**src/rtl/input_fetch.sv**
```systemverilog
// Streams COUNTER0 words from a 1-cycle-latency SRAM read port into the PE array through a 2-entry skid buffer.
// Optional feature macro: INPUT_FETCH_STRIDE_EN adds STRIDE_I (address step, latched at start).
module input_fetch #(
  parameter int DW = 16,
  parameter int AW = 16
) (
  input  logic          CLK,
  input  logic          RSTL,
  input  logic          INPUT_FETCH,
  input  logic [7:0]    COUNTER0,
  input  logic [AW-1:0] RADDRX_I,
  input  logic [5:0]    INPUT_EN_CTRL_I,
`ifdef INPUT_FETCH_STRIDE_EN
  input  logic [7:0]    STRIDE_I,
`endif
  input  logic          module_busy,
  input  logic [DW-1:0] RDATAX,
  output logic [AW-1:0] RADDRX,
  output logic          RCEBX,
  output logic [DW-1:0] INPUT_DATA,
  output logic          INPUT_EN,
  output logic [5:0]    INPUT_EN_CTRL,
  output logic          INPUT_BUSY,
  output logic          INPUT_DONE
);

  typedef enum logic [1:0] {
    S_IDLE,
    S_READ,
    S_DRAIN,
    S_DONE
  } state_t;

  state_t          state;
  state_t          state_next;
  logic [7:0]      count_q;
  logic [7:0]      issued_q;
  logic [5:0]      ctrl_q;
  logic [AW-1:0]   addr_q;
  logic [AW-1:0]   step;
  logic            inflight_q;
  logic [DW-1:0]   skid_mem [2];
  logic            rd_ptr;
  logic            wr_ptr;
  logic [1:0]      occ;
  logic            start;
  logic            issue;
  logic            pop;
  logic            push;
  logic [2:0]      pending;

`ifdef INPUT_FETCH_STRIDE_EN
  logic [7:0]      stride_q;
  assign step = AW'(stride_q);
`else
  assign step = AW'(1);
`endif

  // A read is only issued if its word is guaranteed a free slot even if the consumer stalls next cycle.
  always_comb begin
    start   = (state == S_IDLE) & INPUT_FETCH;
    pop     = (occ != 2'd0) & ~module_busy;
    push    = inflight_q;
    pending = {1'b0, occ} + {2'b00, inflight_q} - {2'b00, pop};
    issue   = (state == S_READ) & ~module_busy & (pending < 3'd2);
  end

  always_comb begin
    state_next = state;
    case (state)
      S_IDLE: begin
        if (INPUT_FETCH) state_next = (COUNTER0 != 8'd0) ? S_READ : S_DONE;
      end
      S_READ: begin
        if (issue && ((issued_q + 8'd1) == count_q)) state_next = S_DRAIN;
      end
      S_DRAIN: begin
        if (!inflight_q && (occ == {1'b0, pop})) state_next = S_DONE;
      end
      S_DONE: state_next = S_IDLE;
      default: state_next = S_IDLE;
    endcase
  end

  always_ff @(posedge CLK or negedge RSTL) begin
    if (!RSTL) state <= S_IDLE;
    else       state <= state_next;
  end

  always_ff @(posedge CLK or negedge RSTL) begin
    if (!RSTL) begin
      count_q     <= '0;
      issued_q    <= '0;
      ctrl_q      <= '0;
      addr_q      <= '0;
      inflight_q  <= 1'b0;
      skid_mem[0] <= '0;
      skid_mem[1] <= '0;
      rd_ptr      <= 1'b0;
      wr_ptr      <= 1'b0;
      occ         <= '0;
`ifdef INPUT_FETCH_STRIDE_EN
      stride_q    <= '0;
`endif
    end else begin
      if (start) begin
        count_q  <= COUNTER0;
        addr_q   <= RADDRX_I;
        ctrl_q   <= INPUT_EN_CTRL_I;
        issued_q <= '0;
`ifdef INPUT_FETCH_STRIDE_EN
        stride_q <= STRIDE_I;
`endif
      end else if (issue) begin
        addr_q   <= addr_q + step;
        issued_q <= issued_q + 8'd1;
      end
      inflight_q <= issue;
      if (push) begin
        skid_mem[wr_ptr] <= RDATAX;
        wr_ptr           <= ~wr_ptr;
      end
      if (pop) rd_ptr <= ~rd_ptr;
      occ <= occ + {1'b0, push} - {1'b0, pop};
    end
  end

  always_comb begin
    RADDRX        = addr_q;
    RCEBX         = ~issue;
    INPUT_DATA    = skid_mem[rd_ptr];
    INPUT_EN      = pop;
    INPUT_EN_CTRL = pop ? ctrl_q : 6'd0;
    INPUT_BUSY    = (state != S_IDLE);
    INPUT_DONE    = (state == S_DONE);
  end

endmodule

```
**config.mk**
```make
export PLATFORM = sky130hd
export DESIGN_NAME = input_fetch
export DESIGN_NICKNAME = d
export VERILOG_FILES = /design/src/rtl/input_fetch.sv
export SDC_FILE = /design/constraint.sdc
export NUM_CORES = 1
export LEC_CHECK = 0
export BUFFER_PORTS_ARGS = -buffer_cell sky130_fd_sc_hd__buf_4
export CORE_ASPECT_RATIO = 2
export CORE_MARGIN = 2
export CORE_UTILIZATION = 33
export CTS_CLUSTER_SIZE = 28
export DETAILED_ROUTE_END_ITERATION = 7
export SLEW_MARGIN = 0
export SYNTH_ARGS = -nofsm -noshare
export SYNTH_HDL_FRONTEND = slang
export SYNTH_SLANG_ARGS = --single-unit
```
**constraint.sdc**
```tcl
create_clock -name CLK -period 4.18 [get_ports CLK]
set_input_delay 0.209 -clock CLK [delete_from_list [all_inputs] [get_ports CLK]]
set_output_delay 0.209 -clock CLK [all_outputs]
set_load 0.005 [all_outputs]
```
==> flow_results.org, run 1 <==
** Global routing
- GRT Resource Usage Total :: 0.1498
- The number of global-route vias before repair is 3028.
- After global routing the overflow that remains totals 0.
- The initial antenna violation count came to 0.
- Entering global routing, the biggest net connects 78 pins.
- The first global-routing pass estimated 14360 µm of wire.

** Power
- In this run the static leakage power is 0.002279 µW.
- Dividing total power by cell area gives a power density of 695.3 nW/µm².
- The worst-case IR drop observed on VDD is 0.3672 mV.

** Clock tree
- Total clock sinks :: 77
- Number of instances resized during post-cts repair :: 0
- Post-CTS Hold Buffers :: 0
- Buffers added to address setup during post-CTS repair amount to 0.
- CTS root buffer :: clkbuf_16
- TritonCTS built the clock tree.
- Clock tree buffer depth :: 2
- Clock-pin slew was measured on the worst setup and hold paths at 60 ps.
- Clock latency at the later pin of the worst-skew pair :: 330 ps
- Level count of the clock H-tree :: 3
- Counting the buffers created by CTS gives 9.

** Timing
- Fin Setup TNS :: 0 ps
- Remaining max-slew budget at the tightest pin :: 0.3556
- Counting I/O delays and the setup requirement, the final critical path takes 3359 ps.
- Clock skew :: 6.627 ps
- Worst slack on hold paths :: 38.38 ps
- Derived from the worst setup path, the maximum achievable clock frequency is 297.7 MHz.
- Endpoints failing setup :: 0
- Max Transition Viols Final :: 0
- Once routing completed, OpenROAD measured the worst setup slack at 820.5 ps.
- Hold Fails Final Rpt :: 0
- Final period util :: 0.8037
- For the pin with the worst max-slew slack, the measured transition is 966.6 ps.
- Setup repair after global routing left no endpoint under its margin.

** Routing
- Number of violations reported at the end of detailed-routing iteration 0 :: 60
- Number of DRC violations after detailed routing :: 0
- After detailed routing, the average wire length per cell comes to 14.72 µm.
- 1st-pass router iterations :: 4
- Detailed Route WL :: 8654 µm
- Once detail routing completed, the nets flagged for antenna violations numbered 0.
- Across all layers, the routed design uses 2846 vias.
- Average via count per standard cell :: 4.840

** Placement
- Input and output buffers added on the ports amount to 91.
- Post-detail-place hpwl :: 6513 µm
- Worst setup slack before clock tree synthesis :: 764.8 ps
- At the end of routability-driven placement, the weighted congestion stood at 0.8513.

** Cells and area
- Leaving out fill and tap cells, the most frequent cell in the layout is buf_4.
- Most frequent cells in the layout :: buf_4, dfrtp_1, nand2_1, mux2_2, xnor2_1
- Of the cells placed in the final design, the portion with a size suffix greater than 1 is 0.3610.
- The repair_antennas step left the layout with diodes totalling 0.
- Area growth, synth to finish :: 28.82%
- # nets final :: 501

** Synth
- Yosys reg bits :: 77
- Synthesis produced a netlist with a net count of 411.
- Synthesis warning total :: 0
- Cell accounting for the most synthesized area :: dfrtp_1
- Synth Instances :: 351
- Yosys mapped a number of flops with a built-in enable equal to 0.
- After synthesis, the netlist uses 36 different library cells.
- Of the total synthesized cell area, the portion taken by AND, OR, NAND and NOR gates is 0.1595.
- After synthesis, the share of cell area in mux cells is 0.1456.
- Post-Synth Adder-Cell Area :: 0.03508
- Fraction of the yosys area taken by sequential cells :: 0.5096
- After synthesis, the cell types taking the most area are dfrtp_1, mux2_2, nand2_1, xnor2_1, xor2_1.
- Cell area after synthesis :: 3781 µm²
- Synthesized-area fraction occupied by ao, oa, aoi and oai cells :: 0.04500
- Among all flip-flop cells after synthesis, the most frequent one is dfrtp_1.
- Area share of xor/xnor cells in the synthesized design :: 0.07876
- Of the post-synthesis cell area, the dominant cell type holds 0.5096.
- After synthesis, the largest family of logic cells by area is simple AND/OR/NAND/NOR gates.
- Proportion of register bits with asynchronous set or reset after synthesis :: 1.000
- Average size of a mapped cell :: 10.77 µm²

** Die
- Core outline area :: 11220 µm²
- In this run the count of I/O pins placed on the die edge is 92.
- The floorplan step defined a die boundary enclosing 12380 µm².
- Die Span Y :: 155.4 µm
- The initialized floorplan defines 55 standard-cell rows.
- The initial utilization of the core area, before any placement, comes to 0.3371.
- Die Width :: 79.69 µm

** Worst setup path
- The worst setup path is of the register to register kind.
- STA classifies the critical path startpoint as a register.
- STA puts the critical path data arrival time at 3550 ps.
- Crit path required time :: 4380 ps
- Type of destination of the critical path :: register
- In this run the worst path has a maximum fanout of 16.
- Length in cells of the worst reg-to-reg path :: 14

** Hold path
- Hold WC Path Type :: input pin to async pin

** Job
- Max-cap violations in this run came to 0.

** Status
- Outcome :: complete, no violations
-- worst max-delay path, cell delays in order (launching register included) --
cell     delay (ps)
dfrtp_1         400
inv_1           110
a21oi_1          80
buf_4           160
ha_1            270
inv_1            40
ha_1            180
fa_1            460
nor2_1          130
nand3_2         160
inv_1           430
nand4_1         310
nor3_1          250
xnor2_1         140
o21ai_0          80
-- cell families after synthesis --
group | Yosys count
adders and majority gates | 10
DFF | 77
and+or+nand+nor | 128
AOI/OAI and AO/OA | 28
muxes | 49
xor gates and xnor gates | 34
buffers and inverters | 25
-- path summary, 6_finish.rpt --
path	from	endpoint	slack, ps
min in group CLK	INPUT_EN_CTRL_I[3]	ctrl_q[3]$_DFFE_PN0P_	70
max reg2reg	occ[1]$_DFF_PN0_	RADDRX[15]$_DFFE_PN0P_	820
min	RSTL	skid_mem[16]$_DFFE_PN0P_	40
max	occ[1]$_DFF_PN0_	RADDRX[15]$_DFFE_PN0P_	820
max in group asynchronous	RSTL	skid_mem[8]$_DFFE_PN0P_	3530
min reg2reg	ctrl_q[2]$_DFFE_PN0P_	ctrl_q[2]$_DFFE_PN0P_	460
-- state kept, by name, indices dropped and copies added, names as in the netlist --
| name | cells |
|---|---|
| RADDRX | 16 |
| ctrl_q | 6 |
| skid_mem | 32 |
| issued_q | 8 |
| wr_ptr | 1 |
| count_q | 8 |
| inflight_q | 1 |
| state | 2 |
| occ | 2 |
| rd_ptr | 1 |
-- Yosys cell counts (3+ instances only) --
cell,n
dfrtp_1,77
nand2_1,69
mux2_2,48
xnor2_1,18
nor2_1,17
xor2_1,16
o21ai_0,15
clkbuf_1,11
inv_1,10
ha_1,9
and2_1,8
nand4_1,8
nand3_1,5
a31oi_1,4
nor2b_1,4
a21oi_1,3
and3_1,3
and4_1,3
nor4_1,3
-- report_power, final --
group,internal (µW),switching [µW],leakage [µW]
clock,403,297,0.000122
combinational,783,558,0.00120
sequential,1080,267,0.000954
-- per-layer routing --
layer  up-vias  track usage  wire [µm]
li1       1368            -          -
met1      1374       0.1557       3164
met2        85       0.2769       4740
met3        19      0.03422        479
met4         0      0.06814        269
met5         -            0          0
-- area by class of cell --
class	instances	area (µm²)
Fill cell	1131	6346
Sequential cell	77	1927
Timing Repair Buffer	94	705.7
Inverter	10	37.54
Clock inverter	5	36.28
Clock buffer	11	232.7
Multi-Input combinational cell	249	1754
Tap cell	142	177.7
-- metrics by stage --
step	cells	total power [µW]	utilization	instance area, µm²
finish	588	3387	0.4342	4871
CTS	588	3454	0.4342	4871
global placement	572	2672	0.4103	4602
floorplan	351	2118	-	3781
global route	588	3667	0.4342	4871
detailed placement	572	2725	0.4103	4602
(Power assumes the default switching activity.)
==> inputs of run 2 (changes only) <==
clock period = 2.9 ns   (was 4.18 ns; I/O delays follow)
==> flow_results.org, run 2 (synthesis gave the netlist of run 1 again) <==
** Status
- The flow ran to the end, but the final reports show violations.
- Violations in the final reports :: hold timing

** Timing
- The final worst-path setup slack was 114.2 ps (-706.3 ps).
- Slew @ Worst Pin :: 997.3 ps (+30.66 ps)
- The hold violation total from the final report is 23 (+23).
- Final period util :: 0.9606 (+0.1569)
- The final setup violation count was 0 (unchanged).
- The max-slew violation count came to 0 (unchanged).
- Remaining max-slew budget at the tightest pin :: 0.3351 (-0.02044)
- The clock skew is 6.433 ps (-0.1935 ps).
- The peak clock frequency supported by timing is 359.0 MHz (+21%).
- Setup repair after global routing could not meet its margin everywhere.
- Worst slack on hold paths :: -53.44 ps (-91.82 ps)
- The final period demand of the worst path is 2786 ps (-573.7 ps).

** Routing
- Average via count per standard cell :: 4.718 (-2.5%)
- 1st-pass router iterations :: 4 (unchanged)
- Number of violations reported at the end of detailed-routing iteration 0 :: 88 (+47%)
- The final routed DRC violation total was 0 (unchanged).
- The routed length per placed instance was 15.22 µm (+3.4%).
- Detailed Route WL :: 9329 µm (+7.8%)
- Vias :: 2892 (+1.6%)
- The residual antenna-violating net count after detailed routing is 0 (unchanged).

** Cells and area
- Most frequent cells in the layout :: buf_4, dfrtp_1, nand2_1, mux2_2, xnor2_1
- The final instance area is 5225 µm² (+7.3%).
- Diode count :: 0 (unchanged)
- The number of nets at the end of the flow is 526 (+5.0%).
- The library cell used most frequently in the layout, excluding fill and tap cells, is buf_4.
- The number of flip-flops under the largest register name was 32 (unchanged).
- The fraction of layout instances using a drive strength above 1 was 0.3949 (+0.03392).
- Area growth, synth to finish :: 38.19%
- skid_mem holds more flip-flops than any other register.

** Placement
- Post-detail-place hpwl :: 6671 µm (+2.4%)
- The post-placement worst setup slack came to -96.53 ps (-861.3 ps).
- The final estimated routing congestion in global placement is 0.7901 (-7.2%).
- The area of placed instances is 4671 µm² (+1.5%).
- The count of buffers from port buffering is 91 (unchanged).

** Power
- The largest voltage drop on the vdd net is 0.4767 mV (+30%).
- Power density over the cells :: 1009 nW/µm² (+45%)
- The static leakage was 0.002413 µW (+5.8%).

** Global routing
- The number of global-route vias before repair was 3174 (+4.8%).
- The global-route wire length before repair is 14990 µm (+4.4%).
- The initial antenna violation count was 0 (unchanged).
- The global-route total usage across every layer was 0.1586 (+0.008774).
- The largest net degree at the start of global routing was 78 (unchanged).
- Remaining global-route overflow :: 0 (unchanged)

** Worst setup path
- Crit path required time :: 3160 ps (-1220 ps)
- The maximum fanout along the worst path came to 4 (-12).
- In this run the worst setup path begins at occ[1]$_DFF_PN0_.
- The worst setup path is launched from a register.
- Capturing element of the worst setup path :: state[1]$_DFFE_PN0P_
- Start-to-end type of the worst setup path :: register to register
- Critical R2R Launch :: occ[1]$_DFF_PN0_
- The data arrival at the endpoint of the critical path came to 3040 ps (-510 ps).
- The worst reg-to-reg setup slack is 110 ps (-710 ps).
- STA classifies the critical path endpoint as a register.
- The count of cells along the worst register-to-register path was 12 (-2).
- The endpoint identified for the worst register-to-register timing path is state[1]$_DFFE_PN0P_.

** Clock tree
- Total clock sinks :: 77 (unchanged)
- The number of CTS-inserted buffers is 9 (unchanged).
- The number of H-tree branching levels was 3 (unchanged).
- In this run the clock root is driven by a clkbuf_16.
- The clock transition at the register clock pins on the worst setup and hold paths after CTS was 60 ps (about the same).
- TritonCTS built the clock tree.
- The worst-case clock buffer depth is 2 (unchanged).
- The clock network latency to the later pin of the worst-skew pair is 340 ps (about the same).

** Die
- The I/O pin count came to 92 (unchanged).
- Die Width :: 79.69 µm (unchanged)
- Number of core rows :: 55 (unchanged)
- Core outline area :: 11220 µm² (unchanged)
- Initial core utilization :: 0.3371 (unchanged)
- DIE AREA :: 12380 µm² (unchanged)
- The die span in y was 155.4 µm (unchanged).

** Hold path
- Hold WC Path Type :: input pin to async pin

** Job
- Count of maximum capacitance violations :: 0 (unchanged)
run 2: worst max-delay path, stage by stage, from the launching register on:
cell	delay (ps)
dfrtp_1	390
inv_2	90
a21oi_4	60
ha_4	260
inv_2	40
ha_4	150
fa_1	480
nor2_2	180
nand3_4	120
nor4_4	160
o2111ai_2	160
a221oi_2	370
mux2i_1	230
run 2: routing by layer:
layer / share of wire / vias to the layer above / global-route usage
li1: - / 1414 / -
met1: 0.36 / 1384 / 0.1647
met2: 0.57 / 78 / 0.2905
met3: 0.037 / 16 / 0.02088
met4: 0.034 / 0 / 0.09934
met5: 0 / - / 0
run 2: power by group:
part	switching [µW]	internal (µW)
clock network	483	680
registers	390	1550
logic	921	1240
total	1790	3480
run 2: timing repair:
item                       CTS  global route
hold endpoints to repair    14             0
setup endpoints to repair    2            14
gates resized for setup      2            12
pin swaps                    3             3
hold buffers                14             0
setup buffers                1             4
run 2: per-stage QoR:
step                      utilization  hold slack, ps  TNS (ps)  total power, µW  instances
after floorplan                     -          -150.6         0             3065        351
after global placement         0.4164           339.3         0             3937        578
after detailed placement       0.4164           342.6    -133.7             4013        578
after CTS                      0.4581           1.166         0             5248        609
after global routing           0.4658           13.57    -61.27             5671        613
final                          0.4658          -53.44         0             5273        613
run 2: final cells by class:
type	instances	area [µm²]
Multi-Input combinational cell	249	1834
Timing Repair Buffer	119	940.9
Sequential cell	77	1927
Clock inverter	7	82.58
Tap cell	142	177.7
Clock buffer	9	225.2
Inverter	10	37.54
Fill cell	1074	5992
run 2: how the worst min path moves through the flow:
stage,to,slack [ps],start,depth (start not counted)
after floorplan,RADDRX[0]$_DFFE_PN0P_,-150,RSTL,0
after global placement,ctrl_q[5]$_DFFE_PN0P_,340,INPUT_EN_CTRL_I[5],3
after detailed placement,ctrl_q[3]$_DFFE_PN0P_,340,INPUT_EN_CTRL_I[3],3
after CTS,count_q[1]$_DFFE_PN0P_,1,COUNTER0[1],3
after global routing,count_q[2]$_DFFE_PN0P_,10,COUNTER0[2],3
final,RADDRX[3]$_DFFE_PN0P_,-50,RSTL,1
